[src/rtl/frame_slot_arbiter.sv]
// Frame-slot manager for DDR video frame buffers: hands out write/read base addresses
// and tracks per-slot ownership in LATEST (drop stale) or QUEUE (lossless) mode.
module frame_slot_arbiter #(
    parameter int unsigned START_ADDR    = 0,
    parameter int unsigned FRAMES_AMOUNT = 3,
    parameter int unsigned FRAME_RES_X   = 1920,
    parameter int unsigned FRAME_RES_Y   = 1080,
    parameter int unsigned TDATA_WIDTH   = 16,
    parameter int unsigned ADDR_WIDTH    = 32,
    parameter int unsigned CNT_WIDTH     = 16,
    parameter bit          CAPTURE_EN    = 1'b0
) (
    input  logic                                   clk_i,
    input  logic                                   rst_i,
    input  logic                                   mode_i,
    input  logic                                   freeze_i,
    input  logic                                   wr_req_i,
    output logic                                   wr_gnt_o,
    output logic [ADDR_WIDTH-1:0]                  wr_addr_o,
    input  logic                                   wr_done_stb_i,
    input  logic                                   rd_req_i,
    output logic                                   rd_gnt_o,
    output logic [ADDR_WIDTH-1:0]                  rd_addr_o,
    output logic                                   rd_new_o,
    input  logic                                   rd_done_stb_i,
    output logic [$clog2(FRAMES_AMOUNT+1)-1:0]     ready_frames_o,
    output logic [CNT_WIDTH-1:0]                   dropped_o,
    output logic [CNT_WIDTH-1:0]                   repeated_o,
    output logic                                   proto_err_o
);

    localparam int unsigned IW  = $clog2(FRAMES_AMOUNT);
    localparam int unsigned RW  = $clog2(FRAMES_AMOUNT + 1);
    localparam int unsigned BPP = (TDATA_WIDTH <= 8)  ? 1 :
                                  (TDATA_WIDTH <= 16) ? 2 :
                                  (TDATA_WIDTH <= 32) ? 4 : 8;

    typedef longint unsigned u64_t;
    localparam u64_t FRAME_BYTES = u64_t'(FRAME_RES_X) * u64_t'(FRAME_RES_Y) * u64_t'(BPP);

    typedef enum logic [2:0] {
        S_FREE,
        S_WRITING,
        S_READY,
        S_READING,
        S_HELD
    } slot_st_e;

    // Per-slot base addresses are elaboration-time constants.
    logic [ADDR_WIDTH-1:0] slot_base [FRAMES_AMOUNT];
    for (genvar g = 0; g < FRAMES_AMOUNT; g++) begin : g_base
        assign slot_base[g] = ADDR_WIDTH'(u64_t'(START_ADDR) + u64_t'(g) * FRAME_BYTES);
    end

    slot_st_e              st_q   [FRAMES_AMOUNT];
    slot_st_e              st_d   [FRAMES_AMOUNT];
    logic [IW-1:0]         fifo_q [FRAMES_AMOUNT];
    logic [IW-1:0]         fifo_d [FRAMES_AMOUNT];
    logic [RW-1:0]         cnt_q, cnt_d;
    logic                  wr_gnt_q, wr_gnt_d;
    logic                  rd_gnt_q, rd_gnt_d;
    logic                  rd_new_q, rd_new_d;
    logic [ADDR_WIDTH-1:0] wr_addr_q, wr_addr_d;
    logic [ADDR_WIDTH-1:0] rd_addr_q, rd_addr_d;
    logic [CNT_WIDTH-1:0]  dropped_q, dropped_d;
    logic [CNT_WIDTH-1:0]  repeated_q, repeated_d;
    logic                  perr_q, perr_d;

    logic                  freeze;
    logic                  wr_busy, rd_busy, held_vld, free_vld;
    logic [IW-1:0]         wr_idx, rd_idx, held_idx, free_idx, newest, take;

    assign freeze = CAPTURE_EN & freeze_i;

    function automatic logic [CNT_WIDTH-1:0] sat_add(input logic [CNT_WIDTH-1:0] a,
                                                     input logic [RW-1:0]        b);
        logic [CNT_WIDTH:0] s;
        s = {1'b0, a} + (CNT_WIDTH+1)'(b);
        return s[CNT_WIDTH] ? '1 : s[CNT_WIDTH-1:0];
    endfunction

    // Descending scan so the lowest-index FREE slot wins.
    always_comb begin
        wr_busy  = 1'b0;
        wr_idx   = '0;
        rd_busy  = 1'b0;
        rd_idx   = '0;
        held_vld = 1'b0;
        held_idx = '0;
        free_vld = 1'b0;
        free_idx = '0;
        newest   = '0;
        for (int i = FRAMES_AMOUNT - 1; i >= 0; i--) begin
            case (st_q[i])
                S_WRITING: begin wr_busy  = 1'b1; wr_idx   = IW'(i); end
                S_READING: begin rd_busy  = 1'b1; rd_idx   = IW'(i); end
                S_HELD:    begin held_vld = 1'b1; held_idx = IW'(i); end
                S_FREE:    begin free_vld = 1'b1; free_idx = IW'(i); end
                default: ;
            endcase
            if (RW'(i) == cnt_q - 1'b1) newest = fifo_q[i];
        end
    end

    always_comb begin
        st_d       = st_q;
        fifo_d     = fifo_q;
        cnt_d      = cnt_q;
        wr_gnt_d   = 1'b0;
        rd_gnt_d   = 1'b0;
        wr_addr_d  = wr_addr_q;
        rd_addr_d  = rd_addr_q;
        rd_new_d   = rd_new_q;
        dropped_d  = dropped_q;
        repeated_d = repeated_q;
        perr_d     = perr_q;
        take       = '0;

        if (rd_done_stb_i) begin
            if (rd_busy) st_d[rd_idx] = S_HELD;
            else         perr_d = 1'b1;
        end

        // Reader decides first; a READING slot blocks a same-cycle request.
        if (rd_req_i && !rd_busy) begin
            if (cnt_q != '0) begin
                take = mode_i ? fifo_q[0] : newest;
                if (held_vld) st_d[held_idx] = S_FREE;
                st_d[take] = S_READING;
                if (mode_i) begin
                    for (int i = 0; i < FRAMES_AMOUNT - 1; i++) fifo_d[i] = fifo_d[i + 1];
                end
                cnt_d     = cnt_d - 1'b1;
                rd_gnt_d  = 1'b1;
                rd_addr_d = slot_base[take];
                rd_new_d  = 1'b1;
            end else if (held_vld) begin
                st_d[held_idx] = S_READING;
                rd_gnt_d       = 1'b1;
                rd_addr_d      = slot_base[held_idx];
                rd_new_d       = 1'b0;
                repeated_d     = sat_add(repeated_q, RW'(1));
            end
        end

        if (wr_req_i && !wr_busy && !freeze) begin
            if (free_vld) begin
                st_d[free_idx] = S_WRITING;
                wr_gnt_d       = 1'b1;
                wr_addr_d      = slot_base[free_idx];
            end else if (!mode_i && cnt_d != '0) begin
                // Evict the oldest READY frame still queued after the reader's pick.
                st_d[fifo_d[0]] = S_WRITING;
                wr_gnt_d        = 1'b1;
                wr_addr_d       = slot_base[fifo_d[0]];
                for (int i = 0; i < FRAMES_AMOUNT - 1; i++) fifo_d[i] = fifo_d[i + 1];
                cnt_d     = cnt_d - 1'b1;
                dropped_d = sat_add(dropped_d, RW'(1));
            end
        end

        if (wr_done_stb_i) begin
            if (wr_busy) begin
                if (!mode_i) begin
                    for (int i = 0; i < FRAMES_AMOUNT; i++) begin
                        if (RW'(i) < cnt_d) st_d[fifo_d[i]] = S_FREE;
                    end
                    dropped_d = sat_add(dropped_d, cnt_d);
                    cnt_d     = '0;
                end
                for (int i = 0; i < FRAMES_AMOUNT; i++) begin
                    if (RW'(i) == cnt_d) fifo_d[i] = wr_idx;
                end
                cnt_d        = cnt_d + 1'b1;
                st_d[wr_idx] = S_READY;
            end else begin
                perr_d = 1'b1;
            end
        end
    end

    always_ff @(posedge clk_i) begin
        if (rst_i) begin
            for (int i = 0; i < FRAMES_AMOUNT; i++) begin
                st_q[i]   <= S_FREE;
                fifo_q[i] <= '0;
            end
            cnt_q      <= '0;
            wr_gnt_q   <= 1'b0;
            rd_gnt_q   <= 1'b0;
            rd_new_q   <= 1'b0;
            wr_addr_q  <= ADDR_WIDTH'(START_ADDR);
            rd_addr_q  <= ADDR_WIDTH'(START_ADDR);
            dropped_q  <= '0;
            repeated_q <= '0;
            perr_q     <= 1'b0;
        end else begin
            st_q       <= st_d;
            fifo_q     <= fifo_d;
            cnt_q      <= cnt_d;
            wr_gnt_q   <= wr_gnt_d;
            rd_gnt_q   <= rd_gnt_d;
            rd_new_q   <= rd_new_d;
            wr_addr_q  <= wr_addr_d;
            rd_addr_q  <= rd_addr_d;
            dropped_q  <= dropped_d;
            repeated_q <= repeated_d;
            perr_q     <= perr_d;
        end
    end

    assign wr_gnt_o       = wr_gnt_q;
    assign wr_addr_o      = wr_addr_q;
    assign rd_gnt_o       = rd_gnt_q;
    assign rd_addr_o      = rd_addr_q;
    assign rd_new_o       = rd_new_q;
    assign ready_frames_o = cnt_q;
    assign dropped_o      = dropped_q;
    assign repeated_o     = repeated_q;
    assign proto_err_o    = perr_q;

    // Ownership invariants: single writer/reader/held slot, FIFO depth tracks READY slots.
    int n_wr, n_rd, n_hd, n_rdy;
    always_comb begin
        n_wr  = 0;
        n_rd  = 0;
        n_hd  = 0;
        n_rdy = 0;
        for (int i = 0; i < FRAMES_AMOUNT; i++) begin
            n_wr  += int'(st_q[i] == S_WRITING);
            n_rd  += int'(st_q[i] == S_READING);
            n_hd  += int'(st_q[i] == S_HELD);
            n_rdy += int'(st_q[i] == S_READY);
        end
    end

    a_single_owner: assert property (@(posedge clk_i) disable iff (rst_i)
        n_wr <= 1 && n_rd + n_hd <= 1);
    a_fifo_depth: assert property (@(posedge clk_i) disable iff (rst_i)
        n_rdy == int'(cnt_q));

endmodule

[config.mk]
export PLATFORM = sky130hd
export DESIGN_NAME = frame_slot_arbiter
export DESIGN_NICKNAME = d
export VERILOG_FILES = /design/src/rtl/frame_slot_arbiter.sv
export SDC_FILE = /design/constraint.sdc
export NUM_CORES = 1
export LEC_CHECK = 0
export CORE_MARGIN = 3
export CORE_UTILIZATION = 46
export CTS_CLUSTER_DIAMETER = 50
export DETAILED_ROUTE_END_ITERATION = 12
export PLACE_DENSITY = 0.88
export SYNTH_ARGS = -nofsm -noshare
export SYNTH_HDL_FRONTEND = slang
export SYNTH_SLANG_ARGS = --single-unit
[constraint.sdc]
create_clock -name clk_i -period 4.2 [get_ports clk_i]
set_clock_uncertainty 0.05 [all_clocks]
set_input_delay 0.42 -clock clk_i [delete_from_list [all_inputs] [get_ports clk_i]]
set_output_delay 0.42 -clock clk_i [all_outputs]
set_load 0.03 [all_outputs]
# Yosys cells after proc, flatten, opt, wreduce, memory -nomap -nowiden

Cells that the tools add are included.

Register bits after elaboration: 117
Bits of input ports: 8
Logic and storage cells: 250

Add/subtract/negate cells: 6
$lt $le $gt $ge: 21
Equality and inequality tests: 13
Muxes and demuxes: 127
Bitwise operators: 38
Reduce and logical (&&, ||, !) cells: 30

Operators with widths:

| operator                                                               | count |
|---|---|
| 32-bit 2-to-1 mux                                                      | 12 |
| 32-bit binary-select mux with 2-bit select                             | 4 |
| 9-bit 2-to-1 mux                                                       | 25 |
| 16-bit 2-to-1 mux                                                      | 9 |
| 2-bit 2-to-1 mux                                                       | 29 |
| 3-bit demux with 2-bit select                                          | 9 |
| 9-bit AND                                                              | 4 |
| 9-bit NOT                                                              | 4 |
| 16-bit by 1-bit adder with 17-bit output (second input constant)       | 2 |
| 3-bit greater-or-equal comparator (second input constant)              | 9 |
| 3-bit by 1-bit < comparator with 1-bit output (second input constant)  | 9 |
| 3-bit 2-to-1 mux                                                       | 9 |
| 2-bit NOT with 3-bit output                                            | 9 |
| 6-bit AND                                                              | 4 |
| 4-bit 2-to-1 mux                                                       | 6 |
| 6-bit NOT                                                              | 4 |
| 1-bit 2-to-1 mux                                                       | 22 |
| 16-bit by 2-bit adder with 17-bit output                               | 1 |
| 1-bit logical AND                                                      | 12 |
| 6-bit 2-to-1 mux                                                       | 2 |
| 3-bit bitwise OR                                                       | 4 |
| 6-bit bitwise OR                                                       | 2 |
| 3-bit by 1-bit equality test with 1-bit output (second input constant) | 3 |
| 3-bit by 2-bit equality test with 1-bit output (second input constant) | 3 |
| 17 further kinds                                                       | 38 |

# Logic depth before layout (Yosys ltp)

Gate-level depths: netlist of the first run.

Depth after elaboration: 42
Depth in mapped cells: 21

# Worst setup path before layout of the first run

OpenSTA, ideal clock, no wires.

Kind: register to register
Start: register st_q[5] (netlist name)
End: register dropped_q[10], in the netlist dropped_o[10]
Library setup time: 76 ps
Arrival: 4296 ps
Data required time: 4074 ps
Slack: -222 ps
Cell stages (with the launch flop): 20
Period minus slack after synthesis: 4422 ps
Cell sequence: dfxtp_1 > nand3b_1 > and4_1 > clkbuf_1 > mux2i_2 > ha_1 > nor2_1 > and3_1 > clkbuf_1 > xnor2_1 > ha_1 > inv_1 > fa_1 > nor2_1 > inv_1 > a311oi_2 > nand2_1 > or4_1 > buf_6 > a31oi_2

Longest elaborated chain between the ends: 16

RTL lines:

| item                                                                              | RTL line | RTL |
|---|---|---|
| start, declared                                                                   | 55       | `slot_st_e st_q [FRAMES_AMOUNT];` |
| start signal, assigned                                                            | 198      | `st_q <= st_d;` |
| branches (longest 15 deep; another with 16-bit by 2-bit adder with 17-bit output) | -        |  |
| 16-bit 2-to-1 mux *                                                               | 162      | `if (wr_done_stb_i) begin` |
| end signal, assigned                                                              | 206      | `dropped_q <= dropped_d;` |
| end, declared                                                                     | 65       | `logic [CNT_WIDTH-1:0] dropped_q, dropped_d;` |

Every way passes the cells marked *.
A chain may end at the register's enable or synchronous reset.

# Final worst setup path of the first run

Start: input port rd_req_i
End: register dropped_q[8], in the netlist dropped_o[8]

Longest elaborated chain between the ends: 12

RTL lines:

| item                                                                             | RTL line | RTL |
|---|---|---|
| start, declared                                                                  | 21       | `input logic rd_req_i,` |
| 1-bit logical AND *                                                              | 125      | `if (rd_req_i && !rd_busy) begin` |
| 2-bit 2-to-1 mux *                                                               | 125      |  |
| branches (longest 9 deep; another with 16-bit by 2-bit adder with 17-bit output) | -        |  |
| 16-bit 2-to-1 mux *                                                              | 162      |  |

Marks and branches as above.

==> results.tsv, run 1 <==
stage	metric	value	unit
status	run status	finished clean	
job	max capacitance violation total	0	
placement	detailed-placement wirelength estimate	10.02	mm
sta	slew at the pin closest to its max-slew limit	750.5	ps
clock_network	TritonCTS clock tree	yes	
routing	Met1 Routed Length	5.439	mm
worst_setup_path	Worst Path Buf+Inv	4	
grt	maximum number of pins on one net before global-route repair	38	
min_path	hold crit path type	reg2reg	
floorplan	floorplan row count	36	
grt	antenna violations before repair	0	
routing	wire length on met2	6.416	mm
finish	number of nets in the layout	733	
worst_setup_path	worst setup path class	in2reg	
logic_synthesis	share of synthesized registers carrying an async set or reset	0	%
floorplan	Die Footprint	11500	um^2
finish	layout overhead on the synthesized area	22.50	%
pwr	leakage	2.129	nW
worst_setup_path	origin of the worst setup path	rd_req_i	
logic_synthesis	summed instance area of the synthesized netlist	4716	um^2
finish	share of cells above drive strength 1	14.41	%
pwr	total design power	2.185	mW
sta	fin. max-slew vios	0	
finish	count of antenna diodes in the layout	0	
grt	global routing usage summed across all routing layers	23.04	%
clock_network	count of clock tree sinks	59	
routing	count of routing violations after the opening detailed-route iteration	440	
sta	Final setup violation count	0	
worst_setup_path	Critical-path top delay cell	clkdlybuf4s50_1	
routing	aggregate routed wire length	13.52	mm
routing	DRC errors left	0	
placement	port buffer count	66	
routing	via count of the routed design	4968	
worst_setup_path	worst setup path endpoint	dropped_o[8]	
floorplan	chip height	107.3	um
worst_setup_path	cell chain of the critical path	clkdlybuf4s50_1, and4_4, mux2i_4, ha_2, nor2_4, and3_4, nand3_1, o21a_1, ha_1, inv_1, fa_1, nor2_1, inv_1, a311oi_2, nand2_1, or4_1, buf_4, a31oi_2	
worst_setup_path	required time reported for the critical path endpoint	4410	ps
finish	most common cell after layout, fill and taps aside	nand2_1	
routing	vias per cell	5.858	
logic_synthesis	post-synthesis average cell area	7.521	um^2
sta	Final Cycle Share	95.96	%
worst_setup_path	register-to-register setup slack	180	ps
finish	post-route core utilization	58.56	%
grt	number of global-route vias before repair	4550	
pwr	peak ir drop on the vdd network	0.2381	mV
routing	routed length per instance	15.94	um
floorplan	I/O pin count	110	
clock_network	clock slew at the register clock pins of the worst setup and hold paths	80	ps
clock_network	worst skew pair latency	350	ps
worst_setup_path	Reg2Reg Capture Point	dropped_o[8]	
logic_synthesis	area share of the leading cell type in the synthesized netlist	25.05	%
worst_setup_path	max incr delay on CP	540	ps
logic_synthesis	number of distinct library cells after synthesis	72	
clock_network	CTS buffer count	9	
worst_setup_path	critical path fanouts, max	8	
finish	Non-Filler Cell Area, Final	5777	um^2
sta	post-route worst hold slack	434.5	ps
min_path	number of cells traversed by the worst hold path	2	
logic_synthesis	part of the Yosys area used for sequential elements	25.05	%
finish	fillcell total	860	
clock_network	cell at the root of the clock tree	clkbuf_8	
placement	weighted congestion reported at the end of routability-driven placement	0.9427	
sta	Max Clock Freq	248.1	MHz
placement	count of placed standard cells including taps	830	
worst_setup_path	Levels on crit path	18	
worst_setup_path	Crit Reg-Reg Startpoint	st_q[5]	
worst_setup_path	CP Launch Type	input pin	
logic_synthesis	number of flops mapped to enable cells by yosys	0	
floorplan	Die X-Extent	107.3	um
finish	commonest cells after routing, fill and taps aside	nand2_1 (66), clkdlybuf4s50_1 (65), dfxtp_1 (57)	
routing	total length of routed met3 wires	1.180	mm
placement	post-placement cell area	5519	um^2
worst_setup_path	depth of the worst register-to-register path	18	
floorplan	initial standard-cell utilization of the core	47.81	%
pwr	Pwr per Cell Area	378.3	nW/um^2
logic_synthesis	post-synthesis cell type with the largest combined area	dfxtp_1	
clock_network	buffers from clock root to sink, at most	2	
grt	global-route wire length before repair	21.66	mm
worst_setup_path	critical path endpoint category	flip-flop	
logic_synthesis	yosys synthesis warning count	0	
clock_network	H-tree depth	3	
logic_synthesis	predominant post-synthesis flop cell	dfxtp_1	
worst_setup_path	category of cells accounting for the largest share of critical-path delay	simple AND/OR/NAND/NOR gates	
sta	number of hold violations in the final report	0	
sta	clock period minus final worst setup slack	4030	ps
routing	top routing layer in use	met4	
logic_synthesis	Gate Count Post-Synth	627	
worst_setup_path	Worst EP arrival	4240	ps
logic_synthesis	Synth area leaders	dfxtp_1 (25%), buf_4 (9.4%), a21oi_1 (5.3%)	
routing	count of TritonRoute iterations in the first routing pass	6	
sta	worst slew margin relative to its limit	49.86	%
routing	ANT nets after route	0	
finish	post-layout instance count excluding filler cells	848	
floorplan	Floorplan Core Area	9864	um^2
worst_setup_path	most common cell type on the critical path	inv_1	
logic_synthesis	count of state elements after synthesis	59	
grt	overflow left after global routing	0	
## logic make-up after synthesis
kind of cell | Yosys count | share of synthesized area [%]
AND/OR/NAND/NOR | 261 | 29.64
AO/OA/AOI/OAI | 155 | 21.86
buffers and inverters | 109 | 13.66
flip-flops | 59 | 25.05
adder cells (fa/ha/maj) | 15 | 4.139
multiplexers | 14 | 3.157
XOR/XNOR | 13 | 2.414
other | 1 | 0.07952
## area by class of cell
cell class	instances	area, um^2	share of cell area (%)
Clock inverter	7	100.1	1.733
Clock buffer	9	123.9	2.144
Timing Repair Buffer	116	1031	17.85
Inverter	24	90.09	1.559
Multi-Input combinational cell	500	3082	53.35
Tap cell	133	166.4	2.881
Sequential cell	59	1184	20.49
## report_power, final
group          switching [mW]  internal (mW)  leakage, nW  total [mW]
registers              0.0606          0.613        0.478       0.673
clock network           0.264          0.338        0.114       0.603
logic                   0.572          0.337         1.54       0.909
## repair_timing
| action | CTS | global route |
|---|---|---|
| resized for setup | 0 | 9 |
| setup endpoints to repair | 0 | 9 |
| hold buffers | 0 | 0 |
| buffers inserted | 0 | 2 |
## through the flow
stage                     setup slack (ps)  setup TNS [ps]
after floorplan                      5.393               0
after global placement              -17.35          -38.42
after detailed placement            -82.07          -444.8
after CTS                            96.87               0
after global routing                -48.98          -68.57
final                                169.6               0
## registers in the layout, summed over array words and instances, names as in the netlist, 2 cells and up
| name | cells |
|---|---|
| dropped_o | 16 |
| repeated_o | 16 |
| st_q | 9 |
| fifo_q | 6 |
| rd_addr_o | 3 |
| wr_addr_o | 3 |
| ready_frames_o | 2 |
## cell usage after synthesis, drive strengths merged, types with 4 or more instances
| cell | number |
|---|---|
| xnor2 | 8 |
| and3 | 6 |
| xor2 | 5 |
| and2 | 7 |
| clkbuf | 22 |
| or3 | 4 |
| nand3 | 26 |
| a21oi | 56 |
| or4 | 7 |
| nor4 | 11 |
| o22ai | 4 |
| nand2 | 66 |
| or2 | 4 |
| mux2i | 10 |
| nand2b | 8 |
| o211ai | 5 |
| a31oi | 9 |
| inv | 24 |
| a211oi | 10 |
| nor3 | 25 |
| mux2 | 4 |
| a221oi | 4 |
| ha | 14 |
| nand3b | 5 |
| o21ai | 28 |
| nor3b | 9 |
| nand4 | 10 |
| nor2b | 5 |
| o21a | 4 |
| buf | 63 |
| dfxtp | 59 |
| nor2 | 57 |
## worst min-delay path by stage
stage,start,to,slack [ps]
3_5_place_dp,rd_new_o,rd_new_o,420
6_report,rd_new_o,rd_new_o,430
5_1_grt,rd_addr_o[22],rd_addr_o[22],460
4_1_cts,rd_new_o,rd_new_o,430
3_3_place_gp,rd_new_o,rd_new_o,410
2_1_floorplan,fifo_q[1],fifo_q[1],430
## metal layers
metal  up-vias  global-route usage, %
met4         0                  9.954
met1      2319                  28.89
met2       274                  37.62
met3        46                  5.519
li1       2329                      -
met5         -                      0
## worst register-to-register path, cell delays in order, from the launching register on
cell and delay (ps):
dfxtp_1 350, nand3b_1 220, and4_4 290, mux2i_4 240, ha_2 230, nor2_4 50
and3_4 170, nand3_1 80, o21a_1 150, ha_1 180, inv_1 60, fa_1 350
nor2_1 130, inv_1 60, a311oi_2 320, nand2_1 130, or4_1 530, buf_4 200
a31oi_2 140
Power figures use the tool's default switching activity.
==> run 2: changes to the inputs <==
--- a/config.mk
+++ b/config.mk
@@ -5,8 +5,10 @@
 export SDC_FILE = /design/constraint.sdc
 export NUM_CORES = 1
 export LEC_CHECK = 0
+export CORE_ASPECT_RATIO = 0.6
 export CORE_MARGIN = 3
 export CORE_UTILIZATION = 46
+export CTS_BUF_LIST = sky130_fd_sc_hd__clkbuf_8 sky130_fd_sc_hd__clkbuf_16
 export CTS_CLUSTER_DIAMETER = 50
 export DETAILED_ROUTE_END_ITERATION = 12
 export PLACE_DENSITY = 0.88
==> run 2 against run 1 <==
  * Critical path depth did not move
  * Global-route usage up 2.3 points
  * Hold slack got worse by 2.2 ps
  * Via count grew 2.3%
  * Core utilization rose by 2.9 points
  * Flip-flop and latch count is the same
  * Design area is 1.8% higher
  * Clock power grew 21%
  * Routed wire length increased by 11%
  * Die area rose by 0.35%
==> results.tsv, run 2 (same netlist as run 1, synthesis figures left out) <==
stage	metric	value	unit	change
status	run status	finished clean		
pwr	Comb power frac	39.3	%	-2.3 points
routing	vias per cell	5.971		+1.9%
finish	number of nets in the layout	739		+0.82%
worst_setup_path	depth of the worst register-to-register path	13		-5
finish	share of cells above drive strength 1	14.70	%	+0.30 points
placement	post-placement cell area	5575	um^2	+1.0%
clock_network	cell at the root of the clock tree	clkbuf_16		
floorplan	chip height	84.43	um	-21%
min_path	hold crit path type	reg2reg		
grt	overflow left after global routing	0		unchanged
clock_network	clock slew at the register clock pins of the worst setup and hold paths	60	ps	-20 ps
routing	DRC errors left	0		unchanged
pwr	Switching Fraction	39.59	%	-1.5 points
floorplan	Floorplan Core Area	9560	um^2	-3.1%
clock_network	H-tree depth	3		unchanged
worst_setup_path	worst setup path class	in2reg		
finish	count of antenna diodes in the layout	0		unchanged
finish	fillcell total	794		-7.7%
finish	footprint of the flip-flops and latches	1181	um^2	-0.21%
placement	detailed-placement wirelength estimate	11.45	mm	+14%
sta	Final setup violation count	0		unchanged
worst_setup_path	category of cells accounting for the largest share of critical-path delay	simple AND/OR/NAND/NOR gates		
grt	maximum number of pins on one net before global-route repair	36		-5.3%
clock_network	TritonCTS clock tree	yes		
sta	Final Cycle Share	94.35	%	-1.6 points
pwr	Pwr per Cell Area	393.9	nW/um^2	+4.1%
finish	post-layout instance count excluding filler cells	851		+0.35%
worst_setup_path	critical path endpoint category	flip-flop		
grt	global routing usage summed across all routing layers	25.38	%	+2.3 points
worst_setup_path	CP Launch Type	input pin		
worst_setup_path	critical path fanouts, max	6		-2
routing	count of TritonRoute iterations in the first routing pass	5		-1
grt	global-route wire length before repair	23.25	mm	+7.4%
worst_setup_path	cell chain of the critical path	clkdlybuf4s50_1, and4_2, mux2i_4, ha_2, nor2_4, and3_4, nand3_1, o21a_1, ha_1, inv_1, fa_1, nor2_1, inv_1, a311oi_2, nand2_1, or4_1, buf_4, a21oi_2		
worst_setup_path	most common cell type on the critical path	inv_1		
worst_setup_path	max incr delay on CP	560	ps	+20 ps
clock_network	buffers from clock root to sink, at most	2		unchanged
placement	worst setup slack before clock tree synthesis	-115.9	ps	-33.79 ps
sta	number of hold violations in the final report	0		unchanged
grt	antenna violations before repair	0		unchanged
clock_network	count of clock tree sinks	59		unchanged
finish	post-route core utilization	61.51	%	+2.9 points
floorplan	initial standard-cell utilization of the core	49.33	%	+1.5 points
job	max capacitance violation total	0		unchanged
sta	post-route worst hold slack	432.3	ps	-2.189 ps
finish	layout overhead on the synthesized area	24.70	%	
floorplan	I/O pin count	110		unchanged
routing	routed length per instance	17.62	um	+11%
worst_setup_path	Critical-path top delay cell	or4_1		
grt	number of global-route vias before repair	4510		-0.88%
finish	most common cell after layout, fill and taps aside	nand2_1		
floorplan	Die Footprint	11540	um^2	+0.35%
placement	port buffer count	66		unchanged
sta	final worst slack	237.3	ps	+67.68 ps
worst_setup_path	Levels on crit path	18		unchanged
sta	RSZ-0062 raised after global routing	no		
pwr	leakage	2.183	nW	+2.5%
routing	aggregate routed wire length	15.00	mm	+11%
sta	Max Clock Freq	252.4	MHz	+1.7%
routing	via count of the routed design	5081		+2.3%
clock_network	CTS buffer count	9		unchanged
min_path	number of cells traversed by the worst hold path	2		unchanged
worst_setup_path	required time reported for the critical path endpoint	4420	ps	about the same
worst_setup_path	Worst EP arrival	4190	ps	-50 ps
placement	weighted congestion reported at the end of routability-driven placement	1.046		+11%
finish	total area of multi-input combinational cells	3077	um^2	-0.16%
worst_setup_path	Worst Path Buf+Inv	4		unchanged
sta	Total Neg Setup Slack	0	ps	unchanged
placement	count of placed standard cells including taps	835		+0.60%
sta	slew at the pin closest to its max-slew limit	938.3	ps	+187.8 ps
pwr	peak ir drop on the vdd network	0.2396	mV	+0.66%
sta	clock period minus final worst setup slack	3963	ps	-67.68 ps
pwr	total design power	2.316	mW	+6.0%
finish	commonest cells after routing, fill and taps aside	nand2_1 (66), clkdlybuf4s50_1 (65), dfxtp_1 (59)		
floorplan	floorplan row count	27		-25%
finish	Non-Filler Cell Area, Final	5881	um^2	+1.8%
pwr	reported net switching power	0.9169	mW	+2.2%
pwr	Clk network pwr share	31.6	%	+4.0 points
pwr	internal power	1.399	mW	+8.6%
sta	worst slew margin relative to its limit	37.31	%	-13 points
routing	count of routing violations after the opening detailed-route iteration	709		+61%
routing	ANT nets after route	0		unchanged
pwr	sequential share of power	29.2	%	-1.6 points
clock_network	worst skew pair latency	340	ps	about the same
sta	fin. max-slew vios	0		unchanged
floorplan	Die X-Extent	136.7	um	+27%
[run 2: cell count changes in the layout (fill, tap and decap cells not counted), moves of 2 or more]
cell,before,now
clkinvlp_4,0,2
clkbuf_16,0,9
clkinv_2,1,3
dfxtp_2,2,0
buf_4,50,56
clkbuf_8,9,0
dfxtp_1,57,59
clkinv_4,3,1
[run 2: per-layer routing]
metal / vias up / wire length (um) / track usage (%)
met3: 24 / 2187 / 11.26
met5: - / 38 / 3.419
met1: 2366 / 6470 / 36.46
met2: 339 / 6115 / 34.09
li1: 2350 / - / -
met4: 2 / 183 / 5.947
[run 2: what timing repair did]
item	CTS	global route
setup endpoints to repair	0	9
hold buffers	0	0
gates resized for setup	0	5
buffers inserted	0	0
[run 2: worst paths after layout]
path / start / end / slack (ps)
setup reg to reg: st_q[3] / dropped_o[2] / 240
setup / recovery: rd_req_i / dropped_o[2] / 240
hold reg to reg: wr_addr_o[16] / wr_addr_o[16] / 430
hold / removal: wr_addr_o[16] / wr_addr_o[16] / 430
[run 2: cell type report]
class                           count  area share (%)
Multi-Input combinational cell    500           52.32
Timing Repair Buffer              122           18.30
Clock inverter                      7           1.170
Clock buffer                        9           3.830
Sequential cell                    59           20.09
Tap cell                          130           2.766
Inverter                           24           1.532
[run 2: power by group through the flow]
stage,Sequential [mW],Combinational (mW),Clock [mW]
final,0.675,0.910,0.731
after global routing,0.683,0.973,0.771
after CTS,0.673,0.889,0.740
after detailed placement,0.685,0.883,0
after global placement,0.679,0.856,0
after floorplan,0.718,0.618,0
[run 2: worst register-to-register path: stages (launching register included)]
cell,delay (ps)
dfxtp_1,420
nand3b_1,120
and4_2,290
mux2i_4,200
ha_2,220
buf_4,150
nand4bb_1,280
nor3_2,290
a41oi_1,180
a31o_1,250
or4_1,560
or4_1,560
buf_4,200
a21oi_2,140
==> run 3: changes to the inputs <==
--- a/config.mk
+++ b/config.mk
@@ -8,7 +8,6 @@
 export CORE_ASPECT_RATIO = 0.6
 export CORE_MARGIN = 3
 export CORE_UTILIZATION = 46
-export CTS_BUF_LIST = sky130_fd_sc_hd__clkbuf_8 sky130_fd_sc_hd__clkbuf_16
 export CTS_CLUSTER_DIAMETER = 50
 export DETAILED_ROUTE_END_ITERATION = 12
 export PLACE_DENSITY = 0.88
==> constraint.sdc (replaced) <==
create_clock -name clk_i -period 3.5 [get_ports clk_i]
set_clock_uncertainty 0.05 [all_clocks]
set_input_delay 0.35 -clock clk_i [delete_from_list [all_inputs] [get_ports clk_i]]
set_output_delay 0.35 -clock clk_i [all_outputs]
set_load 0.03 [all_outputs]
==> run 3 against run 2 <==
  * The flow now finishes with violations (setup timing)
  * Core utilization grew 5.8 points
  * Combinational power grew 37%
  * Setup slack lost 600 ps
  * Global-route usage grew 3.3 points
  * Flip-flop and latch count is the same
  * Critical endpoint is now dropped_o[10]
==> results.tsv, run 3 (same netlist as run 1, synthesis figures left out) <==
stage	metric	value	unit	change
placement	worst setup slack before clock tree synthesis	-711.7	ps	-595.9 ps
min_path	hold_sp	rd_new_o		
pwr	peak ir drop on the vdd network	0.2965	mV	+24%
sta	number of hold violations in the final report	0		unchanged
floorplan	chip height	84.43	um	unchanged
placement	port buffer count	66		unchanged
min_path	hold crit path type	reg2reg		
worst_setup_path	required time reported for the critical path endpoint	3710	ps	-710 ps
finish	commonest cells after routing, fill and taps aside	buf_4 (106), nand2_1 (65), clkdlybuf4s50_1 (64)		
clock_network	cell at the root of the clock tree	clkbuf_16		
routing	aggregate routed wire length	17.02	mm	+13%
finish	share of cells above drive strength 1	23.74	%	+9.0 points
finish	number of nets in the layout	793		+7.3%
routing	count of TritonRoute iterations in the first routing pass	5		unchanged
worst_setup_path	Crit Reg-Reg Startpoint	st_q[8]		
grt	global routing usage summed across all routing layers	28.65	%	+3.3 points
sta	RSZ-0062 raised after global routing	yes		
worst_setup_path	critical path endpoint category	flip-flop		
sta	worst slew margin relative to its limit	23.67	%	-14 points
routing	routed length per instance	18.81	um	+6.7%
min_path	worst hold endpoint	rd_new_o		
worst_setup_path	depth of the worst register-to-register path	18		+5
worst_setup_path	critical path fanouts, max	4		-2
sta	Total Neg Setup Slack	-3576	ps	-3576 ps
worst_setup_path	Reg2Reg Capture Point	dropped_o[10]		
grt	antenna violations before repair	0		unchanged
clock_network	count of clock tree sinks	59		unchanged
floorplan	initial standard-cell utilization of the core	49.33	%	unchanged
status	run status	finished, violations left		
worst_setup_path	Worst EP arrival	4070	ps	-120 ps
placement	weighted congestion reported at the end of routability-driven placement	1.034		-1.1%
sta	slew at the pin closest to its max-slew limit	1145	ps	+206.7 ps
sta	clock period minus final worst setup slack	3858	ps	
finish	post-route core utilization	67.27	%	+5.8 points
placement	post-placement cell area	5951	um^2	+6.7%
finish	layout overhead on the synthesized area	36.38	%	
clock_network	worst skew pair latency	340	ps	about the same
sta	final worst slack	-358.1	ps	-595.4 ps
clock_network	hold-fix buffer count after cts	0		unchanged
job	max capacitance violation total	0		unchanged
pwr	total design power	2.901	mW	+25%
pwr	sequential share of power	27.3	%	-1.9 points
clock_network	TritonCTS clock tree	yes		
pwr	reported net switching power	1.180	mW	+29%
grt	number of global-route vias before repair	4878		+8.2%
routing	ANT nets after route	0		unchanged
sta	Final Cycle Share	110.2	%	
pwr	leakage	2.475	nW	+13%
sta	Final setup violation count	13		+13
pwr	internal power	1.721	mW	+23%
pwr	Clk network pwr share	29.5	%	-2.1 points
clock_network	buffers from clock root to sink, at most	2		unchanged
status	violations in the final reports	setup timing		
worst_setup_path	worst setup path class	reg2reg		
sta	fin. max-slew vios	0		unchanged
floorplan	Floorplan Core Area	9560	um^2	unchanged
finish	Non-Filler Cell Area, Final	6431	um^2	+9.4%
sta	Max Clock Freq	259.2	MHz	
clock_network	H-tree depth	3		unchanged
finish	count of antenna diodes in the layout	0		unchanged
worst_setup_path	register-to-register setup slack	-360	ps	-600 ps
clock_network	clock slew at the register clock pins of the worst setup and hold paths	60	ps	about the same
pwr	Pwr per Cell Area	451.0	nW/um^2	+15%
clock_network	CTS buffer count	9		unchanged
grt	maximum number of pins on one net before global-route repair	55		+53%
floorplan	floorplan row count	27		unchanged
floorplan	Die X-Extent	136.7	um	unchanged
floorplan	I/O pin count	110		unchanged
placement	detailed-placement wirelength estimate	12.72	mm	+11%
routing	via count of the routed design	5490		+8.0%
routing	vias per cell	6.066		+1.6%
grt	global-route wire length before repair	25.78	mm	+11%
pwr	Comb power frac	43.2	%	+3.9 points
min_path	number of cells traversed by the worst hold path	2		unchanged
floorplan	Die Footprint	11540	um^2	unchanged
worst_setup_path	CP Launch Type	flip-flop		
grt	overflow left after global routing	0		unchanged
routing	DRC errors left	0		unchanged
routing	count of routing violations after the opening detailed-route iteration	794		+12%
finish	most common cell after layout, fill and taps aside	buf_4		
pwr	Switching Fraction	40.67	%	+1.1 points
-- run 3: area by class of cell --
type                    instances  area (um^2)
multi-input cells             500         3212
fillers                       728         3129
repair buffers                176         1495
flip-flops and latches         59         1185
clock buffers                  10        239.0
well taps                     130        162.7
inverters                      24        90.09
clock inverters                 6        47.55
-- run 3: stage by stage --
stage	cells	hold WS, ps
2_1_floorplan	668	434.5
3_3_place_gp	881	411.9
3_5_place_dp	881	424.5
4_1_cts	905	432.0
5_1_grt	905	453.5
6_report	905	433.2
-- run 3: routing by layer --
layer	wire [um]	share of wire, %	vias up	GRT usage [%]
met5	0	0	-	0
met2	7058	41	419	39.32
li1	-	-	2451	-
met4	430	2.5	0	9.149
met3	2469	15	57	11.62
met1	7062	41	2563	40.55
-- run 3: power by group through the flow --
| stage | Combinational [mW] | Sequential (mW) | Clock (mW) |
|---|---|---|---|
| after global placement | 1.16 | 0.798 | 0 |
| final | 1.25 | 0.791 | 0.855 |
| after floorplan | 0.764 | 0.863 | 0 |
| after detailed placement | 1.18 | 0.802 | 0 |
| after CTS | 1.20 | 0.789 | 0.861 |
| after global routing | 1.34 | 0.798 | 0.891 |
-- run 3: worst max path at each step --
stage	from	end	cells past startpoint
floorplan	st_q[4]	dropped_o[10]	21
global placement	rd_req_i	dropped_o[10]	18
detailed placement	rd_req_i	dropped_o[2]	18
CTS	st_q[8]	dropped_o[8]	18
global route	st_q[8]	dropped_o[10]	17
finish	st_q[8]	dropped_o[10]	18
-- run 3: timing repair --
item                       4_1_cts  5_1_grt
pin swaps                       13       10
setup endpoints to repair       15       16
gates cloned                     0        0
resized for setup               20       14
buffers inserted                 8        4
-- run 3: worst max-delay path, stage by stage (launching register included) --
cell,delay (ps)
dfxtp_2,320
nand3b_1,170
and4_4,290
mux2i_4,270
ha_4,180
nor2_4,40
and3_4,200
nand3_2,70
o21a_1,160
ha_2,200
inv_2,40
fa_2,330
nor2_2,130
inv_1,60
a311oi_2,300
nand2_1,120
or4_4,540
buf_6,160
a31oi_4,150
